==> src/rtl/mem_access_unit.sv <==
// mem_access_unit
// ----------------
// MEM-stage load/store engine. Takes the EX/MEM register outputs and turns
// each load or store into a request/grant/response transaction on the
// data-memory bus. It also steers store data onto byte lanes, sign- or
// zero-extends load data, flags misaligned accesses and times out a
// transaction that never completes.
//
// Ports
//   clk, rst            core clock, synchronous active-high reset
//   flush               kill the current MEM-stage access
//   me_alu_o            effective byte address
//   me_regs_data2       store data
//   me_mem_read/write   load / store request (both high = load)
//   me_func3_code       size/sign: 000 b, 001 h, 010 w, 100 bu, 101 hu
//   dm_req/we/addr/be/wdata   bus request side
//   dm_gnt/rvalid/rdata       bus grant and response side
//   mem_stall           freeze IF..EX/MEM while the access is in flight
//   mem_load_data       extended load result (held until the next capture)
//   mem_load_valid      one-cycle pulse, load result valid
//   mem_misalign        misaligned access detected (combinational)
//   bus_err             one-cycle pulse on timeout
module mem_access_unit #(
  parameter int TIMEOUT_CYC = 64,
  parameter int CNT_W       = 7
) (
  input  logic        clk,
  input  logic        rst,
  input  logic        flush,
  input  logic [31:0] me_alu_o,
  input  logic [31:0] me_regs_data2,
  input  logic        me_mem_read,
  input  logic        me_mem_write,
  input  logic [2:0]  me_func3_code,
  output logic        dm_req,
  output logic        dm_we,
  output logic [31:0] dm_addr,
  output logic [3:0]  dm_be,
  output logic [31:0] dm_wdata,
  input  logic        dm_gnt,
  input  logic        dm_rvalid,
  input  logic [31:0] dm_rdata,
  output logic        mem_stall,
  output logic [31:0] mem_load_data,
  output logic        mem_load_valid,
  output logic        mem_misalign,
  output logic        bus_err
);

  typedef enum logic [1:0] {S_IDLE, S_REQ, S_WAIT, S_DONE} state_e;

  localparam logic [1:0] SZ_B = 2'd0;
  localparam logic [1:0] SZ_H = 2'd1;
  localparam logic [1:0] SZ_W = 2'd2;

  state_e           state_q;
  logic [CNT_W-1:0] cnt_q;
  logic             is_load_q;
  logic             unsigned_q;
  logic             kill_q;
  logic [1:0]       size_q;
  logic [1:0]       off_q;
  logic             dm_we_q;
  logic [31:0]      dm_addr_q;
  logic [3:0]       dm_be_q;
  logic [31:0]      dm_wdata_q;
  logic [31:0]      load_data_q;
  logic             load_valid_q;
  logic             bus_err_q;

  // Request decode from the EX/MEM register.
  logic        acc;
  logic [1:0]  size_in;
  logic        misaligned;
  logic [3:0]  be_in;
  logic [31:0] wdata_in;

  always_comb begin
    acc = me_mem_read | me_mem_write;
    case (me_func3_code[1:0])
      2'b00:   size_in = SZ_B;
      2'b01:   size_in = SZ_H;
      default: size_in = SZ_W;   // 010 plus the unused 011/110/111
    endcase
    misaligned = ((size_in == SZ_H) && me_alu_o[0]) ||
                 ((size_in == SZ_W) && (me_alu_o[1:0] != 2'b00));
    // Loads read the whole word; stores replicate data across the lanes so
    // the byte enables alone pick the target bytes.
    be_in    = 4'b1111;
    wdata_in = 32'h0;
    if (!me_mem_read) begin
      case (size_in)
        SZ_B: begin
          be_in    = 4'b0001 << me_alu_o[1:0];
          wdata_in = {4{me_regs_data2[7:0]}};
        end
        SZ_H: begin
          be_in    = me_alu_o[1] ? 4'b1100 : 4'b0011;
          wdata_in = {2{me_regs_data2[15:0]}};
        end
        default: begin
          be_in    = 4'b1111;
          wdata_in = me_regs_data2;
        end
      endcase
    end
  end

  // Load extraction uses the offset/size captured at request time, because
  // the returning word may arrive after upstream values stop mattering.
  logic [7:0]  rbyte;
  logic [15:0] rhalf;
  logic [31:0] load_ext;

  always_comb begin
    case (off_q)
      2'd0:    rbyte = dm_rdata[7:0];
      2'd1:    rbyte = dm_rdata[15:8];
      2'd2:    rbyte = dm_rdata[23:16];
      default: rbyte = dm_rdata[31:24];
    endcase
    rhalf = off_q[1] ? dm_rdata[31:16] : dm_rdata[15:0];
    case (size_q)
      SZ_B:    load_ext = unsigned_q ? {24'h0, rbyte} : {{24{rbyte[7]}}, rbyte};
      SZ_H:    load_ext = unsigned_q ? {16'h0, rhalf} : {{16{rhalf[15]}}, rhalf};
      default: load_ext = dm_rdata;
    endcase
  end

  // The access is abandoned on the cycle the counter would reach the limit,
  // so at most TIMEOUT_CYC cycles are spent in REQ+WAIT.
  logic [CNT_W-1:0] cnt_inc;
  logic             timeout;

  assign cnt_inc = cnt_q + CNT_W'(1);
  assign timeout = (cnt_q == CNT_W'(TIMEOUT_CYC - 1));

  always_ff @(posedge clk) begin
    if (rst) begin
      state_q      <= S_IDLE;
      cnt_q        <= '0;
      is_load_q    <= 1'b0;
      unsigned_q   <= 1'b0;
      kill_q       <= 1'b0;
      size_q       <= SZ_B;
      off_q        <= 2'd0;
      dm_we_q      <= 1'b0;
      dm_addr_q    <= 32'h0;
      dm_be_q      <= 4'h0;
      dm_wdata_q   <= 32'h0;
      load_data_q  <= 32'h0;
      load_valid_q <= 1'b0;
      bus_err_q    <= 1'b0;
    end else begin
      load_valid_q <= 1'b0;
      bus_err_q    <= 1'b0;
      case (state_q)
        S_IDLE: begin
          if (acc && !misaligned && !flush) begin
            is_load_q  <= me_mem_read;
            unsigned_q <= me_func3_code[2];
            size_q     <= size_in;
            off_q      <= me_alu_o[1:0];
            dm_we_q    <= me_mem_write & ~me_mem_read;
            dm_addr_q  <= {me_alu_o[31:2], 2'b00};
            dm_be_q    <= be_in;
            dm_wdata_q <= wdata_in;
            cnt_q      <= '0;
            kill_q     <= 1'b0;
            state_q    <= S_REQ;
          end
        end
        S_REQ: begin
          cnt_q <= cnt_inc;
          if (dm_gnt) begin
            // Once granted the transaction is outstanding; a simultaneous
            // flush only suppresses the load result.
            kill_q  <= flush;
            state_q <= is_load_q ? S_WAIT : S_DONE;
          end else if (flush) begin
            state_q <= S_IDLE;
          end else if (timeout) begin
            bus_err_q   <= 1'b1;
            load_data_q <= 32'h0;
            state_q     <= S_DONE;
          end
        end
        S_WAIT: begin
          cnt_q <= cnt_inc;
          if (flush) begin
            kill_q <= 1'b1;
          end
          if (dm_rvalid) begin
            if (kill_q || flush) begin
              state_q <= S_IDLE;
            end else begin
              load_data_q  <= load_ext;
              load_valid_q <= 1'b1;
              state_q      <= S_DONE;
            end
          end else if (timeout) begin
            bus_err_q   <= 1'b1;
            load_data_q <= 32'h0;
            state_q     <= S_DONE;
          end
        end
        default: begin
          state_q <= S_IDLE;
        end
      endcase
    end
  end

  // Stall covers the IDLE cycle in which an aligned access is accepted, so
  // the pipeline holds the instruction until DONE.
  assign mem_stall = ~rst & (((state_q == S_IDLE) & acc & ~misaligned & ~flush) |
                             (state_q == S_REQ) | (state_q == S_WAIT));
  assign mem_misalign   = ~rst & (state_q == S_IDLE) & acc & misaligned;
  assign dm_req         = (state_q == S_REQ);
  assign dm_we          = dm_we_q;
  assign dm_addr        = dm_addr_q;
  assign dm_be          = dm_be_q;
  assign dm_wdata       = dm_wdata_q;
  assign mem_load_data  = load_data_q;
  assign mem_load_valid = load_valid_q;
  assign bus_err        = bus_err_q;

endmodule
==> config.mk <==
export PLATFORM = sky130hd
export DESIGN_NAME = mem_access_unit
export DESIGN_NICKNAME = d
export VERILOG_FILES = /design/src/rtl/mem_access_unit.sv
export SDC_FILE = /design/constraint.sdc
export NUM_CORES = 1
export LEC_CHECK = 0
export ABC_AREA = 1
export CAP_MARGIN = 20
export CELL_PAD_IN_SITES_DETAIL_PLACEMENT = 0
export CELL_PAD_IN_SITES_GLOBAL_PLACEMENT = 1
export CORE_MARGIN = 5
export CORE_UTILIZATION = 33
export CTS_CLUSTER_SIZE = 25
export DETAILED_ROUTE_END_ITERATION = 6
export HOLD_SLACK_MARGIN = 0.15
export PLACE_DENSITY_LB_ADDON = 0.1
export SYNTH_ARGS = -nofsm -noshare
export SYNTH_HDL_FRONTEND = slang
export SYNTH_SLANG_ARGS = --single-unit
export TNS_END_PERCENT = 10
==> constraint.sdc <==
create_clock -name clk -period 2.8 [get_ports clk]
set_input_delay 0.56 -clock clk [delete_from_list [all_inputs] [get_ports clk]]
set_output_delay 0.56 -clock clk [all_outputs]
set_load 0.005 [all_outputs]
==> results.json, run 1 <==
{
  "status": "complete, no violations",
  "r2r_start": "off_q[1]",
  "clock_latency_ps": 420,
  "tns_ps": 0,
  "viasPerCell": 4.84,
  "wl_per_cell_microns": 15.7,
  "numCtsBuffers": 17,
  "nets": 1100,
  "cts_root_buf": "clkbuf_16",
  "dr.pass1.iters": 5,
  "rr_worst_depth": 10,
  "multi_input_comb_area_sq_um": 2780,
  "drc": 0,
  "syn_area_sq_um": 5600,
  "cpMaxStageDelayCell": "clkdlybuf4s50_1",
  "ff_latch_area_sq_um": 2340,
  "ys_ff_latch": 117,
  "drv_cap": 0,
  "finalInstanceArea_sq_um": 8460,
  "worstMarginPinSlew_ps": 545,
  "synthTopCellsByArea": "dfxtp_1, nand2_1, nand3_1",
  "gp_congestion": 0.799,
  "pwr_density_cell_nw_per_um2": 591,
  "fin_crit_ps": 2670,
  "grt_pass1_wl_microns": 30000,
  "fp.coreArea_sq_um": 16600,
  "report.final.slew_viol_count": 0,
  "fin_cells": 1222,
  "cts_buffer_depth": 2,
  "setup_viol": 0,
  "finalHoldViolCount": 0,
  "crit_required_ps": 2240,
  "cts_tree": "built",
  "cp_slowest_stage_delay_ps": 520,
  "syn_area_per_cell_sq_um": 7.09,
  "crit_top_cell": "clkdlybuf4s50_1",
  "postSynthCellCount": 790,
  "crit_chain": "clkdlybuf4s50_1, nor2_2, inv_1, nand2_2, nand3_4, a31oi_2, clkdlybuf4s50_1",
  "yosysUniqueCellTypes": 39,
  "nFillCells": 1708,
  "rsz0062_at_grt": "no",
  "grt_max_degree": 75,
  "hold_buffers": 0,
  "dp.cells": 1190,
  "synth_edf_count": 0,
  "critPathBufInv": 3,
  "initial_core_util_pct": 33.7,
  "area_growth_pct": 51.0,
  "cts_sinks": 117,
  "slew_headroom_pct": 63.6,
  "ir_drop_v": 0.000440,
  "worstSetupPathType": "input pin to output port",
  "min_to": "dm_addr[28]",
  "p_total_mw": 5.00,
  "port_buffers": 209,
  "regToRegEndpoint": "mem_load_data[12]",
  "r2r_setup_slack_ps": 830,
  "cp_max_fo": 3,
  "hold_path_class": "flip-flop to flip-flop",
  "rows": 47,
  "grt.total_usage_pct": 19.0,
  "post_cts_buffers": 0,
  "fin_crit_sh_pct": 95.3,
  "place_area_sq_um": 7850,
  "fmax_ghz": 0.375,
  "cp-start-kind": "input pin",
  "p_leak_nw": 3.32,
  "htreeDepth": 4,
  "path_delay_family": "buffers and inverters",
  "antenna_found_initial": 2,
  "die_area_sq_um": 19700,
  "min_delay_path_depth": 2,
  "io_pins": 212,
  "overflow": 0,
  "synth_top_area_cell": "dfxtp_1",
  "cp-end-kind": "output port",
  "path_clk_slew_ps": 50,
  "cp_data_arrival_time_ps": 2110,
  "ys_top_cells_by_count": "nand2_1, dfxtp_1, nand3_1, a21oi_1, inv_1",
  "ys_warn_count": 0,
  "grt_pass1_vias": 5743,
  "drtAntennaViolNets": 0,
  "drtIter0Drc": 313,
  "antenna_cells": 0,
  "dp_hpwl_microns": 13700,
  "die_y_microns": 140,
  "yosysSeqAreaShare_pct": 41.8,
  "fin_skew_ps": 3.77,
  "totalWireLength_microns": 19200,
  "drive_gt1_share_pct": 8.98,
  "yosysTopAreaCellShare_pct": 41.8,
  "hp-start": "dm_addr[28]",
  "async_flop_share_pct": 0,
  "yosysMostFrequentCell": "nand2_1",
  "die_x_microns": 140,
  "synth_ff_type": "dfxtp_1",
  "vias": 5913
}
[worst register-to-register path, cell delays in order (launching register included)]
cell and delay (ps):
dfxtp_1 300, buf_4 220, clkinv_2 270, nand2_1 130, nand2_1 100, nand2_1 80
nand2_1 70, nand2_2 350, nand3_1 180, nand2_1 100, a21oi_1 60
[final cells by class]
type,count,area share (%)
Sequential cell,117,27.7
Inverter,40,1.79
Timing Repair Buffer,233,27.2
Tap cell,220,3.25
Clock inverter,13,1.85
Multi-Input combinational cell,580,32.8
Clock buffer,19,5.35
[placed cells by master (no fill, tap or decap), types with 2 or more instances in the layout]
cell type,netlist,layout
clkdlybuf4s50_1,0,208
inv_2,4,4
o2111ai_1,11,11
nor2_1,29,29
nand2_1,254,254
ha_1,5,5
o21ai_1,2,2
conb_1,1,2
buf_12,1,3
nor3_1,4,4
nand2_4,2,2
buf_4,9,21
dfxtp_1,117,117
o211ai_1,8,8
nand3_1,111,111
nor2_4,4,4
o21ai_2,11,11
a21oi_1,93,93
clkbuf_8,1,2
clkbuf_16,0,17
clkinvlp_4,0,5
clkinv_2,1,5
o21ai_0,28,28
nand2_2,4,4
bufinv_16,0,3
inv_1,35,35
[cells by family (layout without fill, tap and decap cells)]
logic type | after synthesis | count (layout) | synth area share [%]
XOR/XNOR | 1 | 1 | 0.156
buffers and inverters | 94 | 305 | 8.78
flip-flops | 117 | 117 | 41.8
adder cells (fa/ha/maj) | 5 | 5 | 1.12
other | 1 | 2 | 0.0669
AO/OA/AOI/OAI | 157 | 157 | 16.1
AND/OR/NAND/NOR | 415 | 415 | 32.0
[what timing repair did]
action                                  CTS  global route
hold endpoints to repair                  0             0
endpoints found under the setup margin    0             1
gates resized for setup                   0             1
[report_power, final]
group	internal, mW	switching [mW]
Combinational	0.451	0.542
Clock	1.44	0.776
Sequential	1.75	0.0477
Total	3.64	1.37
[flip-flops by register name, summed over array words and instances, names as in the netlist, 2 cells and up]
| register | cells |
|---|---|
| dm_wdata | 32 |
| mem_load_data | 32 |
| dm_addr | 30 |
| cnt_q | 7 |
| dm_be | 4 |
| off_q | 2 |
| size_q | 2 |
| state_q | 2 |
[per-stage QoR]
stage	utilization, %	hold slack, ps	setup WS (ps)
global route	50.8	481	4.73
global placement	47.1	447	103
CTS	50.8	463	64.1
floorplan	-	439	838
finish	50.8	461	132
detailed placement	47.1	456	61.3
[metal layers]
layer	wire (microns)	GRT usage (%)	share of wire (%)
met5	36	0	0.19
met4	378	6.83	2.0
met3	1870	7.87	9.7
met1	8550	24.0	45
met2	8370	29.2	44
[worst max-delay path by stage]
stage | start | to | slack, ps | cells past startpoint
after floorplan | me_func3_code[0] | mem_stall | 840 | 7
after global placement | me_func3_code[1] | mem_stall | 100 | 7
after detailed placement | me_func3_code[1] | mem_stall | 60 | 7
after CTS | me_func3_code[1] | mem_stall | 60 | 7
after global routing | me_func3_code[1] | mem_stall | 5 | 7
final | me_func3_code[0] | mem_stall | 130 | 7
Note: power is estimated with default switching activity, not from simulation.
==> run 2: changes to the inputs <==
--- a/config.mk
+++ b/config.mk
@@ -6,7 +6,6 @@
 export NUM_CORES = 1
 export LEC_CHECK = 0
 export ABC_AREA = 1
-export CAP_MARGIN = 20
 export CELL_PAD_IN_SITES_DETAIL_PLACEMENT = 0
 export CELL_PAD_IN_SITES_GLOBAL_PLACEMENT = 1
 export CORE_MARGIN = 5
==> constraint.sdc (replaced) <==
create_clock -name clk -period 3.3 [get_ports clk]
set_input_delay 0.66 -clock clk [delete_from_list [all_inputs] [get_ports clk]]
set_output_delay 0.66 -clock clk [all_outputs]
set_load 0.005 [all_outputs]
==> run 2 against run 1 <==
Effect of this change:
- critical path depth stayed put
- clock skew increased by 7.6 ps
- cell area decreased by 1.2%
- sequential share of layout area increased by 0.32 points
- worst setup slack better by 190 ps
- global-route usage is essentially flat
- first-iteration DRC count decreased by 0.96%
- total power down 16%
- register-to-register slack improved by 310 ps
- combinational power fell by 18%
- clock power decreased by 15%
- clock-buffer cell count rose by 3
- largest cell class unchanged
- highest routed layer is now met4
==> results.json, run 2 (same netlist as run 1, synthesis figures left out) <==
{
  "viasPerCell": 4.83,
  "ir_drop_v": 0.000372,
  "overflow": 0,
  "cts_root_buf": "clkbuf_16",
  "drtAntennaViolNets": 0,
  "dp_hpwl_microns": 13600,
  "dp.cells": 1184,
  "rr_worst_depth": 7,
  "die_y_microns": 140,
  "layout_commonest_cell": "nand2_1",
  "grt.total_usage_pct": 19.1,
  "crit_required_ps": 2640,
  "hp-start": "dm_addr[6]",
  "r2r_setup_slack_ps": 1140,
  "pwr_density_cell_nw_per_um2": 504,
  "initial_core_util_pct": 33.7,
  "cts_tree": "built",
  "cts_buffer_depth": 2,
  "vias": 5863,
  "cp-end-kind": "output port",
  "use_met1_pct": 23.7,
  "cp_max_fo": 4,
  "totalWireLength_microns": 19000,
  "rsz0062_at_grt": "no",
  "grt_max_degree": 54,
  "cts_sinks": 117,
  "tns_ps": 0,
  "crit_top_cell": "clkdlybuf4s50_1",
  "path_clk_slew_ps": 50,
  "grt_pass1_wl_microns": 30300,
  "numCtsBuffers": 17,
  "clock_latency_ps": 410,
  "regToRegEndpoint": "dm_addr[15]",
  "gp_congestion": 0.799,
  "antenna_found_initial": 0,
  "use_met3_pct": 8.15,
  "grt_pass1_vias": 5743,
  "fin_cells": 1215,
  "htreeDepth": 4,
  "min_to": "dm_addr[6]",
  "port_buffers": 209,
  "status": "complete, no violations",
  "final_util_pct": 50.3,
  "die_area_sq_um": 19700,
  "antenna_cells": 0,
  "final_cell_mix": "nand2_1, clkdlybuf4s50_1, dfxtp_1",
  "fmax_ghz": 0.336,
  "p_leak_nw": 3.28,
  "post_cts_buffers": 0,
  "cp_data_arrival_time_ps": 2310,
  "nets": 1094,
  "drtIter0Drc": 310,
  "critPathBufInv": 3,
  "cp_slowest_stage_delay_ps": 530,
  "io_pins": 212,
  "min_delay_path_depth": 2,
  "setup_viol": 0,
  "finalHoldViolCount": 0,
  "cpMaxStageDelayCell": "clkdlybuf4s50_1",
  "post_cts_resized": 0,
  "hold_path_class": "flip-flop to flip-flop",
  "fin_skew_ps": 11.4,
  "cp-start-kind": "input pin",
  "dr.pass1.iters": 4,
  "drc": 0,
  "rows": 47,
  "fin_crit_ps": 2970,
  "fp.coreArea_sq_um": 16600,
  "report.final.slew_viol_count": 0,
  "drive_gt1_share_pct": 8.04,
  "grt_use_met2_pct": 29.9,
  "crit_chain": "clkdlybuf4s50_1, nor2_2, inv_1, nand2_2, nand3_4, a31oi_1, clkdlybuf4s50_1",
  "path_delay_family": "buffers and inverters",
  "r2r_start": "state_q[0]",
  "drv_cap": 0,
  "wl_per_cell_microns": 15.7,
  "die_x_microns": 140,
  "fin_crit_sh_pct": 90.1,
  "worstSetupPathType": "input pin to output port",
  "hold_buffers": 0,
  "slew_headroom_pct": 50.8,
  "worstMarginPinSlew_ps": 737,
  "area_growth_pct": 49.3,
  "top_usage_layer": "met2"
}
-- run 2: cell count changes in the layout (fill, tap and decap cells not counted) --
cell,delta
clkinvlp_4,-4
buf_4,-3
clkbuf_8,+1
clkbuf_1,+2
buf_12,-3
a31oi_1,+1
a31oi_2,-1
-- run 2: how the worst max path moves through the flow --
| stage | startpoint | slack (ps) | to | cells after the start |
|---|---|---|---|---|
| 2_1_floorplan | me_func3_code[0] | 1140 | mem_stall | 7 |
| 3_3_place_gp | me_func3_code[0] | 340 | mem_stall | 7 |
| 3_5_place_dp | me_func3_code[0] | 310 | mem_stall | 7 |
| 4_1_cts | me_func3_code[0] | 320 | mem_stall | 7 |
| 5_1_grt | me_func3_code[0] | 240 | mem_stall | 7 |
| 6_report | me_func3_code[0] | 330 | mem_stall | 7 |
-- run 2: layout make-up --
class	count	area, sq um
fillers	1736	8280
multi-input cells	580	2770
well taps	220	275
repair buffers	227	2220
clock inverters	9	126
inverters	40	151
flip-flops and latches	117	2340
clock buffers	22	474
-- run 2: tightest hold or removal path: cells and delay by family (launching register included) --
| kind | cells | cell delay [ps] |
|---|---|---|
| DFF | 1 | 310 |
| and+or+nand+nor | 1 | 60 |
| AOI/OAI and AO/OA | 1 | 50 |
-- run 2: layer usage --
layer / part of all wire (%) / routed length (microns) / vias up
li1: - / - / 3006
met1: 43 / 8260 / 2657
met2: 45 / 8580 / 183
met3: 9.9 / 1890 / 17
met4: 1.5 / 284 / 0
met5: 0 / 0 / -
-- run 2: through the flow --
step | cell area [sq um] | setup slack, ps | hold WS [ps] | total power [mW]
6_report | 8360 | 326 | 464 | 4.22
5_1_grt | 8360 | 242 | 481 | 4.42
4_1_cts | 8360 | 316 | 465 | 4.28
3_5_place_dp | 7760 | 312 | 458 | 2.38
3_3_place_gp | 7760 | 341 | 451 | 2.39
2_1_floorplan | 5610 | 1140 | 439 | 2.02
-- run 2: where the power goes --
group	internal, mW	leakage, nW	switching (mW)
sequential	1.49	0.949	0.0475
combinational	0.368	2.04	0.442
clock	1.24	0.296	0.638
==> run 3: changes to the inputs <==
--- a/config.mk
+++ b/config.mk
@@ -6,6 +6,7 @@
 export NUM_CORES = 1
 export LEC_CHECK = 0
 export ABC_AREA = 1
+export CAP_MARGIN = 20
 export CELL_PAD_IN_SITES_DETAIL_PLACEMENT = 0
 export CELL_PAD_IN_SITES_GLOBAL_PLACEMENT = 1
 export CORE_MARGIN = 5
==> constraint.sdc (replaced) <==
create_clock -name clk -period 3.7 [get_ports clk]
set_input_delay 0.74 -clock clk [delete_from_list [all_inputs] [get_ports clk]]
set_output_delay 0.74 -clock clk [all_outputs]
set_load 0.005 [all_outputs]
==> run 3 against run 2 <==
Effect of this change:
- critical path depth decreased by 1
- worst setup slack improved by 150 ps
- core utilization decreased by 0.38 points
- total power decreased by 12%
- sequential share of layout area increased by 0.22 points
- sequential power decreased by 11%
- cell area decreased by 0.76%
- highest routed layer unchanged
- largest power group unchanged
- die area unchanged
==> results.json, run 3 (same netlist as run 1, synthesis figures left out) <==
{
  "drv_cap": 0,
  "fp.coreArea_sq_um": 16600,
  "layout_commonest_cell": "nand2_1",
  "pwr_density_cell_nw_per_um2": 448,
  "drtAntennaViolNets": 0,
  "cp_data_arrival_time_ps": 2480,
  "dr.pass1.iters": 5,
  "hold_path_class": "flip-flop to flip-flop",
  "tns_ps": 0,
  "grt_use_met2_pct": 29.4,
  "nets": 1088,
  "totalWireLength_microns": 18800,
  "cts_buffer_depth": 2,
  "drive_gt1_share_pct": 7.38,
  "cp-start-kind": "input pin",
  "p_leak_nw": 3.24,
  "internal-power_mw": 2.71,
  "overflow": 0,
  "rsz0062_at_grt": "no",
  "vias": 5858,
  "cts_tree": "built",
  "rr_worst_depth": 9,
  "cts_sinks": 117,
  "cp_max_fo": 5,
  "io_pins": 212,
  "r2r_setup_slack_ps": 1340,
  "use_met3_pct": 7.98,
  "use_met1_pct": 23.2,
  "clockPowerShare_pct": 44.1,
  "htreeDepth": 4,
  "worstSetupPathType": "input pin to output port",
  "dp_hpwl_microns": 13500,
  "hold_buffers": 0,
  "status": "complete, no violations",
  "die_y_microns": 140,
  "place_worst_setup_slack_ps": 466,
  "crit_required_ps": 2960,
  "final_util_pct": 49.9,
  "pwr-share-seq_pct": 36.7,
  "grt_pass1_vias": 5593,
  "drc": 0,
  "setup_viol": 0,
  "worstMarginPinSlew_ps": 655,
  "die_area_sq_um": 19700,
  "viasPerCell": 4.85,
  "fin_crit_ps": 3220,
  "fin_crit_sh_pct": 87.0,
  "report.final.slew_viol_count": 0,
  "layout_setup_ws_ps": 480,
  "final_cell_mix": "nand2_1, clkdlybuf4s50_1, dfxtp_1",
  "gp_congestion": 0.792,
  "drtIter0Drc": 275,
  "clock_latency_ps": 410,
  "slew_headroom_pct": 56.3,
  "ir_drop_v": 0.000310,
  "fmax_ghz": 0.311,
  "cts_root_buf": "clkbuf_16",
  "antenna_cells": 0,
  "port_buffers": 209,
  "power_frac_comb_pct": 19.2,
  "finalHoldViolCount": 0,
  "post_cts_buffers": 0,
  "path_clk_slew_ps": 50,
  "grt.total_usage_pct": 18.6,
  "min_delay_path_depth": 2,
  "numCtsBuffers": 17,
  "antenna_found_initial": 0,
  "top_usage_layer": "met2",
  "wl_per_cell_microns": 15.5,
  "post_cts_resized": 0,
  "p_sw_mw": 1.00,
  "switching_share_pct": 27.0,
  "die_x_microns": 140,
  "initial_core_util_pct": 33.7,
  "grt_max_degree": 54,
  "rows": 47,
  "grt_pass1_wl_microns": 29500,
  "area_growth_pct": 48.1,
  "fin_skew_ps": 11.0,
  "cp-end-kind": "output port"
}
run 3: cell types whose count changed in the layout (fill, tap and decap cells not counted):
cell      delta
clkbuf_1     +1
clkbuf_8     -2
clkinv_2     +1
buf_4        -6
run 3: worst paths after layout:
| path | from | to |
|---|---|---|
| max | me_mem_read | mem_stall |
| min | dm_addr[9] | dm_addr[9] |
| max reg2reg | off_q[1] | mem_load_data[12] |
| min reg2reg | dm_addr[9] | dm_addr[9] |
run 3: routing by layer:
metal	vias to the layer above	share of wire [%]
met5	-	0
met4	0	1.1
met3	13	9.4
met2	177	46
met1	2681	44
li1	2987	-
run 3: through the flow:
stage          instances  hold slack, ps  total power, mW  cell area [sq um]
2_1_floorplan        791             439             1.80               5610
3_3_place_gp        1178             451             2.12               7720
3_5_place_dp        1178             456             2.11               7720
4_1_cts             1209             463             3.77               8300
5_1_grt             1209             470             3.90               8300
6_report            1209             461             3.72               8300
run 3: power groups by stage:
stage	sequential (mW)	combinational, mW	clock, mW
final	1.36	0.713	1.64
after global routing	1.37	0.795	1.73
after CTS	1.37	0.726	1.68
after detailed placement	1.39	0.721	0
after global placement	1.39	0.727	0
after floorplan	1.39	0.414	0
run 3: final cells by class:
type	instances	area [sq um]
fillers	1755	8340
multi-input cells	580	2770
flip-flops and latches	117	2340
repair buffers	221	2180
clock buffers	21	450
well taps	220	275
inverters	40	151
clock inverters	10	131
run 3: critical path, cell delays in order:
cell and delay [ps]:
clkdlybuf4s50_1 640, nor2_1 160, nor2_4 130, nand3_4 90, a31oi_1 190, clkdlybuf4s50_1 530
==> patch, RTL diff (flow settings as in run 1) <==
The 4 states of `state_e` get a one-hot encoding in 4 bits.
--- a/src/rtl/mem_access_unit.sv
+++ b/src/rtl/mem_access_unit.sv
@@ -47,7 +47,7 @@
   output logic        bus_err
 );
 
-  typedef enum logic [1:0] {S_IDLE, S_REQ, S_WAIT, S_DONE} state_e;
+  typedef enum logic [3:0] {S_IDLE = 4'b0001, S_REQ = 4'b0010, S_WAIT = 4'b0100, S_DONE = 4'b1000} state_e;
 
   localparam logic [1:0] SZ_B = 2'd0;
   localparam logic [1:0] SZ_H = 2'd1;
Formal check against the unedited RTL: no difference found for any inputs over 4 cycles, from zero or initial values and one cycle with rst high; so few cycles prove little.
==> patch against run 1 <==
Design area fell by 2.1%. Critical path depth fell by 1. Hold slack got worse by 18 ps. Non-clock buffer count fell by 7. Die area fell by 4.8%. Total power fell by 4.4%. Area after synthesis fell by 5.1%. Sequential cell count rose by 2. Register-to-register slack got worse by 40 ps. Worst setup slack got worse by 5.8 ps. Synthesized cell count fell by 5.9%. Routed wire length fell by 9.1%. Core utilization rose by 1.5 points. Critical endpoint is now mem_misalign. Highest routed layer is now met4.
==> patch: results (changes against run 1) <==
metric,value,unit,change
r2r-end,mem_load_data[11],,
min_from,dm_addr[6],,
placed_area,0.00762,sq mm,-2.8%
drt-initial-drc-count,286,,-8.6%
status,"complete, no violations",,
yosys-top-cells-count,"313 x nand2_1, 119 x dfxtp_1, 96 x nand3_1",,
grt_use_total,0.187,,-0.00352
layout-drive-gt1-share,0.104,,+0.0137
dp_slack,125,ps,+63.6 ps
finish.net_count,1060,,-3.6%
rrSetupSlack,790,ps,-40 ps
syn_area_per_cell,7.15,sq um,+0.86%
cp-startpoint,me_alu_o[0],,
synth_cell_types,36,,-7.7%
place_congestion,0.800,,+0.10%
met3_length,1120,um,-40%
p_leak,3.65,nW,+9.9%
wl_met1,7630,um,-11%
wl_per_cell,14.8,um,-6.0%
seq_area_frac_synth,0.448,,+0.0302
synthTopCellsByArea,"dfxtp_1 45%, nand2_1 22%, nand3_1 9.0%, o21ai_2 3.1%, inv_1 2.3%",,
crit_fanout,4,,+1
wl_met2,8390,um,+0.19%
first_pass_iters,4,,-1
use_met1,0.233,,-0.00680
crit_path_max_incr_delay,550,ps,+30 ps
grt_use_met2,0.315,,+0.0228
grt_max_degree,44,,-41%
worstMarginPinSlew,566,ps,+21.2 ps
use_met3,0.0445,,-0.0342
hold_end,dm_addr[6],,
p_switching,0.00111,W,-18%
antenna_found_initial,0,,-2
grt_pass1_wl,27500,um,-8.5%
worstRegToRegCells,9,,-1
ir_drop,0.407,mV,-7.5%
patch: cell types whose count changed after synthesis, moves of 6 or more:
| cell | change |
|---|---|
| or2_2 | +6 |
| clkbuf_1 | -9 |
| nand3_1 | -15 |
| o21ai_2 | +8 |
| o21bai_1 | +8 |
| o21ai_0 | -6 |
| o2111ai_1 | -11 |
| nand2_1 | +59 |
| nor2_1 | -9 |
| o22ai_1 | +9 |
| mux2i_1 | +7 |
| a21oi_1 | -80 |
patch: area by class of cell:
class	instances	area, sq um
flip-flops and latches	119	2380
well taps	216	270
multi-input cells	549	2580
inverters	40	150
repair buffers	226	2240
clock buffers	19	443
clock inverters	13	216
fillers	1538	7540
patch: kinds of logic after synthesis:
logic type | after synthesis | synth area share
other | 1 | 0.000706
and+or+nand+nor | 460 | 0.370
AOI/OAI and AO/OA | 77 | 0.0942
muxes | 7 | 0.0132
buffers and inverters | 76 | 0.0678
adders and majority gates | 1 | 0.00235
DFF | 119 | 0.448
xor gates and xnor gates | 2 | 0.00330
patch: power groups by stage:
stage	registers (W)	clock network, W	logic [W]
final	0.00178	0.00242	0.000589
after global routing	0.00178	0.00255	0.000649
after CTS	0.00178	0.00248	0.000595
after detailed placement	0.00181	0	0.000592
after global placement	0.00181	0	0.000588
after floorplan	0.00181	0	0.000257
patch: worst max path at each step:
stage / endpoint / slack, ps / depth (start not counted)
2_1_floorplan: mem_stall / 950 / 7
4_1_cts: mem_stall / 80 / 9
3_3_place_gp: mem_stall / 150 / 9
6_report: mem_misalign / 130 / 6
5_1_grt: mem_misalign / 20 / 6
3_5_place_dp: mem_misalign / 120 / 6
patch: repair_timing:
item	4_1_cts	5_1_grt
resized for setup	1	2
pin swaps	0	0
hold buffers	0	0
endpoints found under the setup margin	1	1
gates cloned	0	0
